--- src/rtl/ddr_port_arbiter_if.sv ---
// ddr_port_arbiter_if: pipelined Avalon-MM read/write port bundle
interface ddr_port_arbiter_if #(parameter int ADDR_W = 32, parameter int DATA_W = 16);
  logic [ADDR_W-1:0] addr;
  logic read;
  logic write;
  logic [DATA_W-1:0] writedata;
  logic [DATA_W-1:0] readdata;
  logic readdatavalid;
  logic waitrequest;
  modport master (output addr, read, write, writedata, input readdata, readdatavalid, waitrequest);
  modport slave (input addr, read, write, writedata, output readdata, readdatavalid, waitrequest);
endinterface

--- src/rtl/ddr_port_arbiter.sv ---
// ddr_port_arbiter: round-robin share of one DDR Avalon-MM port between a read and a write requester
module ddr_port_arbiter #(
  parameter int ADDR_W      = 32,
  parameter int DATA_W      = 16,
  parameter int MAX_HOLD    = 16,
  parameter int MAX_PENDING = 8,
  parameter int PEND_W      = 4
) (
  input  logic                      clk,
  input  logic                      rst,
  ddr_port_arbiter_if.slave         rd,
  ddr_port_arbiter_if.slave         wr,
  ddr_port_arbiter_if.master        ddr,
  output logic [1:0]                gnt,
  output logic [PEND_W-1:0]         rd_pending
);
  typedef enum logic [1:0] {IDLE = 2'b00, GNT_RD = 2'b01, GNT_WR = 2'b10} state_t;
  localparam int HOLD_W = $clog2(MAX_HOLD + 1);
  localparam logic OWN_RD = 1'b0;
  localparam logic OWN_WR = 1'b1;
  state_t state_q, state_d;
  logic last_q, last_d;
  logic [HOLD_W-1:0] hold_q, hold_d, hold_inc;
  logic [PEND_W-1:0] pend_q, pend_d;
  logic [ADDR_W-1:0] addr_sel;
  logic pend_full, rd_acc, xfer, own_req, other_req;
  always_comb begin
    pend_full = pend_q == PEND_W'(MAX_PENDING);
    addr_sel = state_q == GNT_WR ? wr.addr : rd.addr;
    ddr.read = !rst && state_q == GNT_RD && rd.read && !pend_full;
    ddr.write = !rst && state_q == GNT_WR && wr.write;
    rd.waitrequest = rst || state_q != GNT_RD || ddr.waitrequest || pend_full;
    wr.waitrequest = rst || state_q != GNT_WR || ddr.waitrequest;
    rd_acc = ddr.read && !ddr.waitrequest;
    xfer = (ddr.read || ddr.write) && !ddr.waitrequest;
    // hold count saturates so an uncontested grant can run indefinitely
    hold_inc = xfer && hold_q != HOLD_W'(MAX_HOLD) ? hold_q + 1'b1 : hold_q;
    own_req = state_q == GNT_WR ? wr.write : rd.read;
    other_req = state_q == GNT_WR ? rd.read : wr.write;
    pend_d = rd_acc && !ddr.readdatavalid ? pend_q + 1'b1 :
             !rd_acc && ddr.readdatavalid && pend_q != '0 ? pend_q - 1'b1 : pend_q;
    state_d = state_q;
    last_d = last_q;
    hold_d = hold_inc;
    if (state_q == IDLE) begin
      hold_d = '0;
      if (rd.read && (!wr.write || last_q == OWN_WR)) begin
        state_d = GNT_RD;
        last_d = OWN_RD;
      end else if (wr.write) begin
        state_d = GNT_WR;
        last_d = OWN_WR;
      end
    end else if (!own_req || (other_req && hold_inc == HOLD_W'(MAX_HOLD))) begin
      state_d = IDLE;
    end
  end
  always_ff @(posedge clk) begin
    if (rst) begin
      state_q <= IDLE;
      last_q <= OWN_WR;
      hold_q <= '0;
      pend_q <= '0;
    end else begin
      state_q <= state_d;
      last_q <= last_d;
      hold_q <= hold_d;
      pend_q <= pend_d;
    end
  end
  assign ddr.addr = addr_sel;
  assign ddr.writedata = wr.writedata;
  assign rd.readdata = ddr.readdata;
  assign rd.readdatavalid = ddr.readdatavalid;
  assign wr.readdata = {DATA_W{1'b0}};
  assign wr.readdatavalid = 1'b0;
  assign gnt = state_q;
  assign rd_pending = pend_q;
endmodule

--- src/flat_wrapper.sv ---
// flat-port wrapper written by rule: the top's interface ports become plain ports
module ddr_port_arbiter_flat 
#(
  parameter int ADDR_W      = 32,
  parameter int DATA_W      = 16,
  parameter int MAX_HOLD    = 16,
  parameter int MAX_PENDING = 8,
  parameter int PEND_W      = 4
)
  (clk, rst, gnt, rd_pending, rd_addr, rd_read, rd_write, rd_writedata, rd_readdata, rd_readdatavalid, rd_waitrequest, wr_addr, wr_read, wr_write, wr_writedata, wr_readdata, wr_readdatavalid, wr_waitrequest, ddr_addr, ddr_read, ddr_write, ddr_writedata, ddr_readdata, ddr_readdatavalid, ddr_waitrequest);
  ddr_port_arbiter_if #(.ADDR_W(ADDR_W), .DATA_W(DATA_W)) rd_i ();
  ddr_port_arbiter_if #(.ADDR_W(ADDR_W), .DATA_W(DATA_W)) wr_i ();
  ddr_port_arbiter_if #(.ADDR_W(ADDR_W), .DATA_W(DATA_W)) ddr_i ();
  input  logic clk;
  input  logic rst;
  output logic [1:0] gnt;
  output logic [PEND_W-1:0] rd_pending;
  input wire logic [$bits(rd_i.addr)-1:0] rd_addr;
  input wire logic [$bits(rd_i.read)-1:0] rd_read;
  input wire logic [$bits(rd_i.write)-1:0] rd_write;
  input wire logic [$bits(rd_i.writedata)-1:0] rd_writedata;
  output wire logic [$bits(rd_i.readdata)-1:0] rd_readdata;
  output wire logic [$bits(rd_i.readdatavalid)-1:0] rd_readdatavalid;
  output wire logic [$bits(rd_i.waitrequest)-1:0] rd_waitrequest;
  input wire logic [$bits(wr_i.addr)-1:0] wr_addr;
  input wire logic [$bits(wr_i.read)-1:0] wr_read;
  input wire logic [$bits(wr_i.write)-1:0] wr_write;
  input wire logic [$bits(wr_i.writedata)-1:0] wr_writedata;
  output wire logic [$bits(wr_i.readdata)-1:0] wr_readdata;
  output wire logic [$bits(wr_i.readdatavalid)-1:0] wr_readdatavalid;
  output wire logic [$bits(wr_i.waitrequest)-1:0] wr_waitrequest;
  output wire logic [$bits(ddr_i.addr)-1:0] ddr_addr;
  output wire logic [$bits(ddr_i.read)-1:0] ddr_read;
  output wire logic [$bits(ddr_i.write)-1:0] ddr_write;
  output wire logic [$bits(ddr_i.writedata)-1:0] ddr_writedata;
  input wire logic [$bits(ddr_i.readdata)-1:0] ddr_readdata;
  input wire logic [$bits(ddr_i.readdatavalid)-1:0] ddr_readdatavalid;
  input wire logic [$bits(ddr_i.waitrequest)-1:0] ddr_waitrequest;
  assign rd_i.addr = rd_addr;
  assign rd_i.read = rd_read;
  assign rd_i.write = rd_write;
  assign rd_i.writedata = rd_writedata;
  assign rd_readdata = rd_i.readdata;
  assign rd_readdatavalid = rd_i.readdatavalid;
  assign rd_waitrequest = rd_i.waitrequest;
  assign wr_i.addr = wr_addr;
  assign wr_i.read = wr_read;
  assign wr_i.write = wr_write;
  assign wr_i.writedata = wr_writedata;
  assign wr_readdata = wr_i.readdata;
  assign wr_readdatavalid = wr_i.readdatavalid;
  assign wr_waitrequest = wr_i.waitrequest;
  assign ddr_addr = ddr_i.addr;
  assign ddr_read = ddr_i.read;
  assign ddr_write = ddr_i.write;
  assign ddr_writedata = ddr_i.writedata;
  assign ddr_i.readdata = ddr_readdata;
  assign ddr_i.readdatavalid = ddr_readdatavalid;
  assign ddr_i.waitrequest = ddr_waitrequest;
  ddr_port_arbiter #(.ADDR_W(ADDR_W), .DATA_W(DATA_W), .MAX_HOLD(MAX_HOLD), .MAX_PENDING(MAX_PENDING), .PEND_W(PEND_W)) u_core (.clk(clk), .rst(rst), .rd(rd_i), .wr(wr_i), .ddr(ddr_i), .gnt(gnt), .rd_pending(rd_pending));
endmodule
--- config.mk ---
export PLATFORM = sky130hd
export DESIGN_NAME = ddr_port_arbiter_flat
export DESIGN_NICKNAME = d
export VERILOG_FILES = /design/src/rtl/ddr_port_arbiter_if.sv /design/src/rtl/ddr_port_arbiter.sv /design/src/flat_wrapper.sv
export SDC_FILE = /design/constraint.sdc
export NUM_CORES = 1
export LEC_CHECK = 0
export ABC_AREA = 1
export CAP_MARGIN = 20
export CORE_ASPECT_RATIO = 1.2
export CORE_MARGIN = 4
export CORE_UTILIZATION = 27
export CTS_BUF_LIST = sky130_fd_sc_hd__clkbuf_16
export DETAILED_ROUTE_END_ITERATION = 8
export PLACE_DENSITY_LB_ADDON = 0.25
export SYNTH_ARGS = -nofsm -noshare
export SYNTH_HDL_FRONTEND = slang
export SYNTH_SLANG_ARGS = --single-unit
--- constraint.sdc ---
create_clock -name clk -period 6.3 [get_ports clk]
set_clock_uncertainty 0.1 [all_clocks]
set_input_delay 0.63 -clock clk [delete_from_list [all_inputs] [get_ports clk]]
set_output_delay 0.63 -clock clk [all_outputs]
set_load 0.03 [all_outputs]
; ---- Word level (Yosys, flattened, before mapping)
; Cells that the tools add are included.
[word_totals]
output_inout_bits = 92
ff_bits = 12
inputBits = 120
word_cells = 63
[op_classes]
mux = 12
addsub = 3
eq_ne = 8
reduce_logical = 36
[ops]
columns = cell, n
row1 = $mux W32, 1
row2 = $logic_and A1 B1 Y1, 13
row3 = $logic_or A1 B1 Y1, 8
row4 = $mux W2, 4
row5 = $mux W4, 2
row6 = $logic_not A1 Y1, 7
row7 = $reduce_bool A2 Y1, 3
row8 = $add A5 B1 Y5 const B, 1
row9 = $eq A5 B5 Y1 const B, 1
row10 = $mux W5, 1
row11 = $ne A5 B5 Y1 const B, 1
row12 = $add A4 B1 Y4 const B, 1
row13 = $eq A4 B4 Y1 const B, 1
row14 = $mux W1, 4
row15 = $reduce_and A2 Y1, 2
row16 = $reduce_bool A4 Y1, 1
row17 = $sub A4 B1 Y4 const B, 1
row18 = $ne A3 B3 Y1 const B, 1
row19 = $eq A2 B1 Y1 const B, 1
row20 = $eq A2 B2 Y1 const B, 1
row21 = $logic_not A2 Y1, 1
row22 = $ne A2 B1 Y1 const B, 1
row23 = $ne A2 B2 Y1 const B, 1
row24 = $reduce_or A2 Y1, 1

; ---- Depth between registers and ports, before layout
[depth]
word_depth = 13
depth_mapped = 15
ltp_nobuf = 15

; ---- Worst setup path before layout
; No wires, ideal clock.
[synth_path]
kind = input to register
start = input rst
end = register u_core.pend_q[3], in the netlist u_core.rd_pending[3]
stages = 15
setup_slack_ns = 3.756
required_time_ns = 6.081
t_arrival_ns = 2.325
n_path_buf = 0
setup_time_ns = 0.119
cell_sequence = inv_2 nand3_2 nor2_1 nand2_2 inv_2 nand2_2 nor2_4 inv_2 ha_1 a21o_1 a21oi_1 or2_2 nand3_1 o21ai_1 a21oi_1
[synth_via]
elab_chain_len = 9
elab_cells_between_ends = 11
[synth_rtl]
columns = element, line_no
row1 = "start, declared", flat_wrapper.sv:15  ; input logic rst;
row2 = $logic_not A1 Y1 (*), ddr_port_arbiter.sv:30  ; ddr.read = !rst && state_q == GNT_RD && rd.read && !pend_full;
row3 = $logic_and A1 B1 Y1 (*) (3 in series), ddr_port_arbiter.sv:30
row4 = via ddr_read, flat_wrapper.sv:33  ; output wire logic [$bits(ddr_i.read)-1:0] ddr_read;
row5 = $logic_and A1 B1 Y1 (*), ddr_port_arbiter.sv:34  ; rd_acc = ddr.read && !ddr.waitrequest;
row6 = $logic_not A1 Y1, ddr_port_arbiter.sv:41  ; !rd_acc && ddr.readdatavalid && pend_q != '0 ? pend_q - 1'b1 : pend_q;
row7 = $logic_and A1 B1 Y1 (2 in series), ddr_port_arbiter.sv:41
row8 = $reduce_bool A2 Y1 (no source line), --
row9 = "end signal, assigned", ddr_port_arbiter.sv:68  ; pend_q <= pend_d;
row10 = "end, declared", ddr_port_arbiter.sv:24  ; logic [PEND_W-1:0] pend_q, pend_d;
; Mark *: on every way through the listed nets, which the timed path passes. The rest lies on a longest branch.
; A chain may end at the register's enable or synchronous reset.

; ---- Final worst setup path
[layout_path]
start = input rst
end = output ddr_read
[layout_via]
elab_chain_len = 4
[layout_rtl]
columns = element, line_no
row1 = $logic_not A1 Y1, ddr_port_arbiter.sv:30
row2 = $logic_and A1 B1 Y1 (3 in series), ddr_port_arbiter.sv:30
row3 = "end, declared", flat_wrapper.sv:33
; No other way between the ends.

==> flow_summary.toml <==
[clock_network]
cts-buffers-inserted = 3
cts-root-buf = "clkbuf_16"
hold_buffers = 0
h-tree-depth = 1
postCtsSetupBuffers = 0
clkSlewWorstSetupHoldPaths_ns = 0.04
clock-sinks = 12
cts_max_path_buffers = 2
insertion_delay_ns = 0.24
cts_tree = "yes"
cts_resized = 0

[floorplanning]
die_area_mm2 = 0.00706
die_x_um = 77.4
initial_core_util = 0.277
fp.dieH_um = 91.3
ios = 212
core_mm2 = 0.00563
std_cell_rows = 30

[route]
first_iter_violations = 36
first_pass_iters = 4
num_vias = 1733
drc = 0
wirelength_mm = 5.34
drt-wirelength-per-cell_um = 13.1
antenna_left = 0
viasPerCell = 4.26

[timing]
finalCriticalPeriod_ns = 3.10
tightestPinTransition_ns = 0.952
period_share = 0.491
hold_viol_final = 0
slew_headroom = 0.365
setup-violations-final = 0
tns_ns = 0
drv_slew = 0
rsz0062_at_grt = "no"
whs_ns = 0.377
fmax_ghz = 0.323

[synthesis]
postSynth.asyncResetShare = 0
synth_edf_count = 0
ys_seq_area_frac = 0.154
synth_top_area_frac = 0.274
synth_area_leader_cell = "nand2_1"
syn_area_per_cell_um2 = 5.87
syn_inst = 266
netlist_top_cells_area = "nand2_1 27%, buf_4 24%, dfxtp_1 15%"
ys_seq_elements = 12
syn-cell-area_mm2 = 0.00156
synthTopCellsByCount = "114 x nand2_1, 50 x buf_4, 14 x inv_1, 13 x nand3_1"
ys_warn_count = 0
synth-main-ff-cell = "dfxtp_1"
synth.most_common_cell = "nand2_1"
synth_cell_types = 25

[global_routing]
grt_antenna_before_repair = 0
grt_pass1_vias = 1635
grt_first_pass_wirelength_mm = 8.29
grt_usage = 0.145
overflow = 0
grt_max_degree = 37

[cells_and_area]
fin_area_mm2 = 0.00251
drive_gt1_frac = 0.0583
fin_nets = 469
n_fill_cell = 605
syn_to_final_growth_pct = 60.9
n_antenna_cell = 0

[setup_path]
rr_worst_depth = 14
startpoint_type = "input port"
critical_path_required_ns = 5.57
r2r-start = "u_core.gnt[0]"
timing.rr.end = "u_core.rd_pending[3]"
cp.arrival_ns = 2.37
max_stage_delay_ns = 0.69
r2r_slack_ns = 4.02
critPathBufInv = 4
path_cells = "clkdlybuf4s50_1 -> inv_2 -> nand3_2 -> nor2_1 -> nand2_2 -> inv_2 -> clkdlybuf4s50_1"
cp-end-kind = "output port"
slowest_stage = "clkdlybuf4s50_1"
critical_path.top_delay_family = "buffers and inverters"
path_class = "input port to output port"
cp_max_fo = 10

[power]
power_density_mw_per_mm2 = 226
irDropWorstVdd_v = 0.000161
p_leak_nw = 1.17

[outcome]
status = "finished, final reports clean"

[placement]
io_buffers = 112
gp_congestion = 0.740
place_hpwl_mm = 4.46
placedInstanceArea_mm2 = 0.00243

[flow_run]
cap_violations = 0

[min_path]
hp-class = "flip-flop to flip-flop"
min_path_cells = 2
worstHoldEndpoint = "u_core.last_q"
hold_path.startpoint = "u_core.last_q"
## per-stage QoR
step                std cells   util  power, mW  worst slack (ns)
CTS                       407  0.446      0.574              3.17
global route              407  0.446      0.604              2.99
finish                    407  0.446      0.567              3.20
global placement          403  0.432      0.448              3.19
detailed placement        403  0.432      0.450              3.15
floorplan                 282      -      0.353              3.76
## placed cells by master, fill, tap and decap left out, drive strengths merged, types with 2 or more instances in the layout
cell type / count
dfxtp: 12
a21oi: 8
or2: 2
inv: 18
xor2: 2
nand4: 2
nand3: 15
clkbuf: 3
clkdlybuf4s50: 112
conb: 17
ha: 4
nand2: 119
nor2: 14
o21ai: 8
## final cells by class
type                            instances  area [µm²]  share of cell area
Clock buffer                            3        75.1              0.0299
Clock inverter                          1        3.75             0.00150
Inverter                               18        67.6              0.0269
Multi-Input combinational cell        196         915               0.364
Sequential cell                        12         240              0.0957
Tap cell                               64        80.1              0.0319
Timing Repair Buffer                  113        1130               0.450
## sequential cells by signal, summed over array words and instances, names as in the netlist
signal,flops
u_core.gnt,2
u_core.hold_q,5
u_core.last_q,1
u_core.rd_pending,4
## logic make-up after synthesis
group	synth area share
buffers and inverters	0.298
adders and majority gates	0.0449
DFF	0.154
AOI/OAI and AO/OA	0.0642
and+or+nand+nor	0.419
xor gates and xnor gates	0.0168
other	0.00240
## layer usage
metal,GRT usage,part of all wire,vias to the layer above
met5,0,0,-
met4,0.0519,0.016,0
met3,0.0367,0.078,10
met2,0.266,0.50,85
met1,0.158,0.40,731
li1,-,-,907
## where the power goes
| group | switching [mW] | internal (mW) | total [mW] |
|---|---|---|---|
| clock network | 0.0356 | 0.0838 | 0.119 |
| registers | 0.0158 | 0.0901 | 0.106 |
| logic | 0.193 | 0.149 | 0.342 |
## worst register-to-register path: cells and delay by family, from the launching register on
kind                     cells  cell delay (ns)
flip-flops                   1             0.44
buffers and inverters        2             0.15
AO/OA/AOI/OAI                4             0.50
adder cells (fa/ha/maj)      1             0.26
AND/OR/NAND/NOR              7             0.71
## how the worst max path moves through the flow
stage	startpoint	to	slack, ns	cells after the start
after floorplan	rst	u_core.rd_pending[3]	3.76	15
final	rst	ddr_read	3.20	7
after CTS	u_core.gnt[0]	ddr_addr[12]	3.17	5
after detailed placement	rst	u_core.rd_pending[3]	3.15	16
after global routing	u_core.gnt[0]	ddr_addr[11]	2.99	5
after global placement	rst	u_core.rd_pending[3]	3.19	16
Power figures use the tool's default switching activity.
